### config.mk
export PLATFORM = sky130hd
export DESIGN_NAME = echo_cancel_sequencer
export DESIGN_NICKNAME = d
export VERILOG_FILES = /design/src/rtl/echo_cancel_sequencer.sv
export SDC_FILE = /design/constraint.sdc
export NUM_CORES = 1
export LEC_CHECK = 0
export BUFFER_PORTS_ARGS = -buffer_cell sky130_fd_sc_hd__buf_2
export CAP_MARGIN = 20
export CORE_MARGIN = 3
export CORE_UTILIZATION = 45
export CTS_CLUSTER_DIAMETER = 50
export CTS_CLUSTER_SIZE = 8
export DETAILED_ROUTE_END_ITERATION = 10
export MAX_ROUTING_LAYER = met4
export PLACE_DENSITY = 0.7
export SYNTH_ARGS = -nofsm -noshare
export SYNTH_HDL_FRONTEND = slang
export SYNTH_SLANG_ARGS = --single-unit
export TNS_END_PERCENT = 5
### constraint.sdc
create_clock -name clk_operation -period 9.25 [get_ports clk_operation]
set_clock_uncertainty 0.1 [all_clocks]
set_input_delay 0.925 -clock clk_operation [delete_from_list [all_inputs] [get_ports clk_operation]]
set_output_delay 0.925 -clock clk_operation [all_outputs]
set_load 0.03 [all_outputs]
### src/rtl/echo_cancel_sequencer.sv
// Per-sample handshake sequencer for the echo-cancellation datapath: converters -> adaptive filter -> canceller -> output.
// state | meaning: IDLE wait trigger | CONV wait both converter edges | ADAPT_RUN wait filter edge | CANCEL wait canceller edge | OUT load output, phase update
module echo_cancel_sequencer #(
    parameter int CNT_W          = 13,
    parameter int ITER_W         = 32,
    parameter int N_TAPS         = 16,
    parameter int WARM0_SAMPLES  = 16,
    parameter int WARM1_SAMPLES  = 16,
    parameter int ADAPT_SAMPLES  = 2000,
    parameter int TIMEOUT_CYCLES = 2048
) (
    input  logic              clk_operation,
    input  logic              rst,
    input  logic              enable,
    input  logic [CNT_W-1:0]  sampling_cycle_counter,
    input  logic              readapt,
    output logic              conv_start,
    input  logic              conv_ready_send,
    input  logic              conv_ready_lag,
    output logic              adapt_start,
    input  logic              adapt_ready,
    output logic              cancel_start,
    input  logic              cancel_ready,
    output logic              enable_sampling_adapt,
    output logic              enable_sampling_cancel,
    input  logic [63:0]       e_in,
    input  logic [63:0]       clean_in,
    output logic [63:0]       out_double,
    output logic              out_start,
    output logic [1:0]        phase,
    output logic [ITER_W-1:0] iteration,
    output logic [ITER_W-1:0] drop_cnt,
    output logic [ITER_W-1:0] overrun_cnt,
    output logic              timeout_err,
    output logic              busy
);

    // The filter delay line must be filled before its output is meaningful.
    localparam int WARM0_EFF = (WARM0_SAMPLES < N_TAPS) ? N_TAPS : WARM0_SAMPLES;
    localparam int WARM1_EFF = (WARM1_SAMPLES < N_TAPS) ? N_TAPS : WARM1_SAMPLES;
    localparam int WAIT_W    = $clog2(TIMEOUT_CYCLES + 1);

    typedef enum logic [2:0] {S_IDLE, S_CONV, S_ADAPT_RUN, S_CANCEL, S_OUT} state_t;
    typedef enum logic [1:0] {PH_WARM0, PH_WARM1, PH_ADAPT, PH_TRACK} phase_t;

    state_t state, state_next;
    phase_t phase_q;

    logic prev_send, prev_lag, prev_adapt, prev_cancel;
    logic rise_send, rise_lag, rise_adapt, rise_cancel;
    logic got_send, got_lag;
    logic [WAIT_W-1:0] wait_cnt;
    logic wait_expired;
    logic sample_zero, trigger;
    logic conv_start_nxt, adapt_start_nxt, cancel_start_nxt, out_load, timeout_hit;
    logic readapt_pend;
    logic [ITER_W-1:0] phase_cnt, phase_cnt_inc;

    assign rise_send    = conv_ready_send & ~prev_send;
    assign rise_lag     = conv_ready_lag & ~prev_lag;
    assign rise_adapt   = adapt_ready & ~prev_adapt;
    assign rise_cancel  = cancel_ready & ~prev_cancel;
    assign wait_expired = (wait_cnt == WAIT_W'(TIMEOUT_CYCLES - 1));
    assign sample_zero  = (sampling_cycle_counter == '0);
    assign trigger      = enable && sample_zero;
    assign phase_cnt_inc = phase_cnt + ITER_W'(1);

    assign phase                  = phase_q;
    assign busy                   = (state != S_IDLE);
    assign enable_sampling_cancel = (phase_q != PH_WARM0);
    assign enable_sampling_adapt  = (phase_q == PH_ADAPT) || (phase_q == PH_TRACK);

    always_ff @(posedge clk_operation or posedge rst) begin
        if (rst) begin
            state <= S_IDLE;
        end else begin
            state <= state_next;
        end
    end

    always_comb begin
        state_next       = state;
        conv_start_nxt   = 1'b0;
        adapt_start_nxt  = 1'b0;
        cancel_start_nxt = 1'b0;
        out_load         = 1'b0;
        timeout_hit      = 1'b0;
        case (state)
            S_IDLE: begin
                if (trigger) begin
                    state_next     = S_CONV;
                    conv_start_nxt = 1'b1;
                end
            end
            S_CONV: begin
                if ((got_send || rise_send) && (got_lag || rise_lag)) begin
                    if (phase_q == PH_ADAPT) begin
                        state_next      = S_ADAPT_RUN;
                        adapt_start_nxt = 1'b1;
                    end else begin
                        state_next       = S_CANCEL;
                        cancel_start_nxt = 1'b1;
                    end
                end else if (wait_expired) begin
                    timeout_hit = 1'b1;
                end
            end
            S_ADAPT_RUN: begin
                if (rise_adapt) begin
                    state_next       = S_CANCEL;
                    cancel_start_nxt = 1'b1;
                end else if (wait_expired) begin
                    timeout_hit = 1'b1;
                end
            end
            S_CANCEL: begin
                if (rise_cancel) begin
                    state_next = S_OUT;
                    out_load   = 1'b1;
                end else if (wait_expired) begin
                    timeout_hit = 1'b1;
                end
            end
            S_OUT: begin
                state_next = S_IDLE;
            end
            default: begin
                state_next = S_IDLE;
            end
        endcase
        if (timeout_hit) begin
            state_next = S_IDLE;
        end
    end

    always_ff @(posedge clk_operation or posedge rst) begin
        if (rst) begin
            prev_send   <= 1'b0;
            prev_lag    <= 1'b0;
            prev_adapt  <= 1'b0;
            prev_cancel <= 1'b0;
            got_send    <= 1'b0;
            got_lag     <= 1'b0;
            wait_cnt    <= '0;
        end else begin
            prev_send   <= conv_ready_send;
            prev_lag    <= conv_ready_lag;
            prev_adapt  <= adapt_ready;
            prev_cancel <= cancel_ready;
            if (state != S_CONV) begin
                got_send <= 1'b0;
                got_lag  <= 1'b0;
            end else begin
                got_send <= got_send | rise_send;
                got_lag  <= got_lag | rise_lag;
            end
            if (state == S_IDLE || state_next != state) begin
                wait_cnt <= '0;
            end else begin
                wait_cnt <= wait_cnt + WAIT_W'(1);
            end
        end
    end

    always_ff @(posedge clk_operation or posedge rst) begin
        if (rst) begin
            conv_start   <= 1'b0;
            adapt_start  <= 1'b0;
            cancel_start <= 1'b0;
            out_start    <= 1'b0;
            out_double   <= '0;
            timeout_err  <= 1'b0;
            drop_cnt     <= '0;
            overrun_cnt  <= '0;
        end else begin
            conv_start   <= conv_start_nxt;
            adapt_start  <= adapt_start_nxt;
            cancel_start <= cancel_start_nxt;
            out_start    <= out_load;
            if (out_load) begin
                out_double <= (phase_q != PH_TRACK) ? e_in : clean_in;
            end
            if (timeout_hit) begin
                timeout_err <= 1'b1;
                drop_cnt    <= drop_cnt + ITER_W'(1);
            end
            if (busy && sample_zero) begin
                overrun_cnt <= overrun_cnt + ITER_W'(1);
            end
        end
    end

    // Phase schedule advances only on completed samples; a pending readapt wins over ADAPT -> TRACK.
    always_ff @(posedge clk_operation or posedge rst) begin
        if (rst) begin
            phase_q      <= PH_WARM0;
            phase_cnt    <= '0;
            iteration    <= '0;
            readapt_pend <= 1'b0;
        end else begin
            if (phase_q == PH_WARM0 || phase_q == PH_WARM1) begin
                readapt_pend <= 1'b0;
            end else if (state == S_OUT) begin
                readapt_pend <= readapt;
            end else if (readapt) begin
                readapt_pend <= 1'b1;
            end
            if (state == S_OUT) begin
                if (phase_q == PH_ADAPT) begin
                    iteration <= iteration + ITER_W'(1);
                end
                if (readapt_pend && (phase_q == PH_ADAPT || phase_q == PH_TRACK)) begin
                    phase_q   <= PH_ADAPT;
                    phase_cnt <= '0;
                end else begin
                    case (phase_q)
                        PH_WARM0: begin
                            if (phase_cnt_inc == ITER_W'(WARM0_EFF)) begin
                                phase_q   <= PH_WARM1;
                                phase_cnt <= '0;
                            end else begin
                                phase_cnt <= phase_cnt_inc;
                            end
                        end
                        PH_WARM1: begin
                            if (phase_cnt_inc == ITER_W'(WARM1_EFF)) begin
                                phase_q   <= PH_ADAPT;
                                phase_cnt <= '0;
                            end else begin
                                phase_cnt <= phase_cnt_inc;
                            end
                        end
                        PH_ADAPT: begin
                            if (ADAPT_SAMPLES != 0 && phase_cnt_inc == ITER_W'(ADAPT_SAMPLES)) begin
                                phase_q   <= PH_TRACK;
                                phase_cnt <= '0;
                            end else begin
                                phase_cnt <= phase_cnt_inc;
                            end
                        end
                        default: begin
                            phase_cnt <= phase_cnt;
                        end
                    endcase
                end
            end
        end
    end

endmodule

==> flow_summary_export.csv <==
group,metric,value,unit
run_status,outcome,"finished, final reports clean",
floorplanning,die_h,162.2,um
clock_network,tritoncts_num_sinks,221,
grt,wire_length_of_the_first_global_routing_pass,45300,um
critical_path,cp_top_family,"simple AND/OR/NAND/NOR gates",
routing,drt_pre_antenna_iters,5,
critical_path,crit-reg2reg-launch,"phase_cnt[0]$_DFFE_PP0P_",
clock_network,post-cts-setup-buffers,0,
sta,grt_setup_unrepaired,"false",
sta,final-setup-viol-count,0,
critical_path,critical_path_required,9.50,ns
critical_path,cpMostUsedCell,"sky130_fd_sc_hd__nand3_1",
job,cap_violations,0,
min_path,holdCritPathClass,"flop to flop",
clock_network,cts.root.buffer_cell,"sky130_fd_sc_hd__clkbuf_16",
critical_path,worst_setup_path_end_kind,"flop",
sta,timing.final.hold_violations,0,
floorplanning,top_level_ports,319,
grt,grt_pass1_vias,8840,
cells_and_area,num-nets-final,1570,
min_path,holdCritStartpoint,"drop_cnt[31]$_DFFE_PP0N_",
critical_path,cp_cell_sequence,"ha_1 > nand3_1 > nor4_1 > nand3_1 > a221oi_1 > nand4_1 > nor3b_4 > nand2b_2 > o311ai_1",
power,vdd.ir_drop.worst,0.0001159,V
synth,combinational_family_with_the_most_area_after_synthesis,"simple AND/OR/NAND/NOR gates",
placement,port-buffer-count,318,
cells_and_area,diodes,0,
clock_network,worst_skew_pair.late_latency,0.50,ns
sta,achievable-frequency,0.2644,GHz
clock_network,cts_buffers,35,
critical_path,timing_worst_setup_path_type,"flop to flop",
sta,timing.final.crit_share,40.88,%
synth,netlist.area_leader.share,50.35,%
cells_and_area,final_cells,1736,
floorplanning,floorplan.core_area,0.02375,sq mm
synth,synth_async_sr_flop_share,100.0,%
floorplanning,rows,56,
grt,global_route.peak_usage_layer,"met2",
clock_network,holdBufCountCts,0,
sta,timing.final.crit_period,3.782,ns
sta,tns,0,ns
cells_and_area,drive_above_1_share,27.73,%
placement,placedInstanceArea,0.01279,sq mm
clock_network,post_cts_resized,0,
routing,via_per_inst,5.297,
critical_path,cp-start-kind,"flop",
critical_path,reg2reg_slack,5.47,ns
synth,synth.largest_area_cell,"sky130_fd_sc_hd__dfrtp_1",
critical_path,crit_start,"phase_cnt[0]$_DFFE_PP0P_",
cells_and_area,final_common_cell,"sky130_fd_sc_hd__buf_2",
synth,yosys_warnings,0,
critical_path,critical-path-slowest-cell,"sky130_fd_sc_hd__nor4_1",
synth,synth_seq_cells,221,
routing,routed_wirelength,27750,um
clock_network,htreeDepth,2,
synth,synth_simple_gate_area_share,21.13,%
critical_path,critPathMaxStageDelay,0.74,ns
power,leakagePower,6.797,nW
clock_network,ctsLongestPathBuffers,3,
synth,post_synth_num_cell_types,64,
cells_and_area,post-route-cell-area,0.01377,sq mm
grt,grtUsageMet1,28.67,%
routing,drt_iter0_drc,694,
clock_network,cts_tree,"yes",
synth,synthXorXnorAreaFrac,9.249,%
critical_path,worst-path-buf-inv,0,
synth,syn-mean-instance-area,9.887,sq um
clock_network,clk_pin_slew,0.05,ns
grt,globalRouteMet2Util,33.73,%
synth,yosysSeqAreaShare,50.35,%
grt,pin_count_of_the_biggest_net_entering_global_routing,103,
synth,synth_fp_nets,1272,
routing,detail_route.drc_violations,0,
placement,place_hpwl,20020,um
cells_and_area,final_cell_mix,"sky130_fd_sc_hd__buf_2, sky130_fd_sc_hd__dfrtp_1, sky130_fd_sc_hd__nor2_1, sky130_fd_sc_hd__nand2_1, sky130_fd_sc_hd__xnor2_1",
sta,drv_slew,0,
synth,synth.mux.area_fraction,6.504,%
power,power.density_cell_area,161.5,mW/mm^2
sta,worst_slew_margin_rel,34.87,%
floorplanning,initial_core_util,46.24,%
floorplanning,floorplan.die.width,162.2,um
synth,synth_compound_gate_area_share,8.087,%
floorplanning,floorplan.die_area,0.02632,sq mm
synth,synth.top_cells.by_area,"sky130_fd_sc_hd__dfrtp_1, sky130_fd_sc_hd__xnor2_1, sky130_fd_sc_hd__mux2i_1",
grt,global_route.usage.total,21.37,%
sta,actual_slew_at_the_worst_max_slew_pin,0.9759,ns
critical_path,timing.critical_path.fanout_max,12,
placement,numPlacedInstances,1691,
routing,routed_wire_length_per_instance,15.98,um
routing,via_count,9196,
synth,netlist_instances,1111,
grt,overflow_left_after_global_routing,0,
synth,syn_std_cell_area,0.01098,sq mm
cells_and_area,layout_overhead_on_the_synthesized_area,25.36,%
grt,antenna_found_initial,0,
grt,gr-usage-met3,3.826,%
critical_path,crit_arrival,4.03,ns
synth,post_synth_fa_ha_maj_area_fraction,1.367,%
synth,synth_edf_count,0,
placement,place.gp.congestion,0.8806,
cells_and_area,layout_fillers,2031,
synth,synthFlopType,"sky130_fd_sc_hd__dfrtp_1",
routing,final_antenna_net_count,0,
## layout make-up
cell class                 instances  area, sq um  share of cell area, %
clock buffer                      40        935.9                  6.797
multi-input combinational        800         5110                  37.11
inverter                          26        105.1                 0.7633
sequential                       221         5530                  40.16
clock inverter                     5        45.04                 0.3271
tap                              319        399.1                  2.899
timing repair buffer             325         1644                  11.94
## cell usage after synthesis, drive strengths merged (4+ instances only)
cell,n
xor2,23
nor2b,4
or2,9
nor3,25
or3,11
and2,6
xnor2,93
nand2,93
nand3,73
o31ai,5
nor2,119
mux2i,68
nor4,11
nand2b,8
ha,12
and3,28
o21ai,20
inv,26
clkbuf,46
or4,7
nor3b,4
dfrtp,221
a211oi,8
nand4,37
a21oi,75
and4,16
a221o,4
buf,18
## state kept, by name, summed over array words and instances, names as in the netlist, 2 cells and up
| signal | cells |
|---|---|
| state | 3 |
| iteration | 32 |
| wait_cnt | 12 |
| phase | 2 |
| drop_cnt | 32 |
| out_double | 64 |
| overrun_cnt | 32 |
| phase_cnt | 32 |
## layer usage
metal / routed length (um) / part of all wire, % / vias to the layer above
li1: - / - / 4490
met2: 13220 / 48 / 278
met4: 489 / 1.8 / 0
met3: 1492 / 5.4 / 34
met5: 0 / 0 / -
met1: 12540 / 45 / 4394
## worst reg2reg max path, cell delays in order (launching register included)
cell	delay [ns]
sky130_fd_sc_hd__dfrtp_1	0.48
sky130_fd_sc_hd__ha_1	0.35
sky130_fd_sc_hd__nand3_1	0.41
sky130_fd_sc_hd__nor4_1	0.74
sky130_fd_sc_hd__nand3_1	0.18
sky130_fd_sc_hd__a221oi_1	0.32
sky130_fd_sc_hd__nand4_1	0.29
sky130_fd_sc_hd__nor3b_4	0.39
sky130_fd_sc_hd__nand2b_2	0.29
sky130_fd_sc_hd__o311ai_1	0.11
## power by group
group          switching [W]  leakage (nW)  total, W  internal [W]
clock network       0.000415         0.476   0.00112      0.000708
registers         0.00000843          3.06  0.000987      0.000978
logic              0.0000719          3.26  0.000116     0.0000437
total               0.000495          6.80   0.00222       0.00173
## worst paths after layout
path / end / cells after the start
worst min register to register: drop_cnt[31]$_DFFE_PP0N_ / 1
worst min-delay path: drop_cnt[31]$_DFFE_PP0N_ / 1
max in group asynchronous: wait_cnt[6]$_DFF_PP0_ / 3
worst max register to register: phase_cnt[12]$_DFFE_PP0P_ / 9
min in group asynchronous: iteration[23]$_DFFE_PP0P_ / 2
worst max-delay path: phase_cnt[12]$_DFFE_PP0P_ / 9
## kinds of logic (layout without fill, tap and decap cells)
group	count (synthesis)	after routing
xor gates and xnor gates	116	116
and+or+nand+nor	456	456
buffers and inverters	90	396
adders and majority gates	12	12
AOI/OAI and AO/OA	145	145
muxes	71	71
DFF	221	221
## per-stage QoR
stage / hold slack (ns) / total power (W) / setup WS [ns] / util, %
after global routing: 0.3864 / 0.002319 / 5.193 / 57.97
after floorplan: 0.3474 / 0.001063 / 2.176 / -
after CTS: 0.3638 / 0.002261 / 5.459 / 57.97
after detailed placement: 0.3534 / 0.001120 / 5.519 / 53.84
after global placement: 0.3523 / 0.001118 / 5.631 / 53.84
final: 0.3592 / 0.002224 / 5.468 / 57.97
Power figures use the tool's default switching activity.
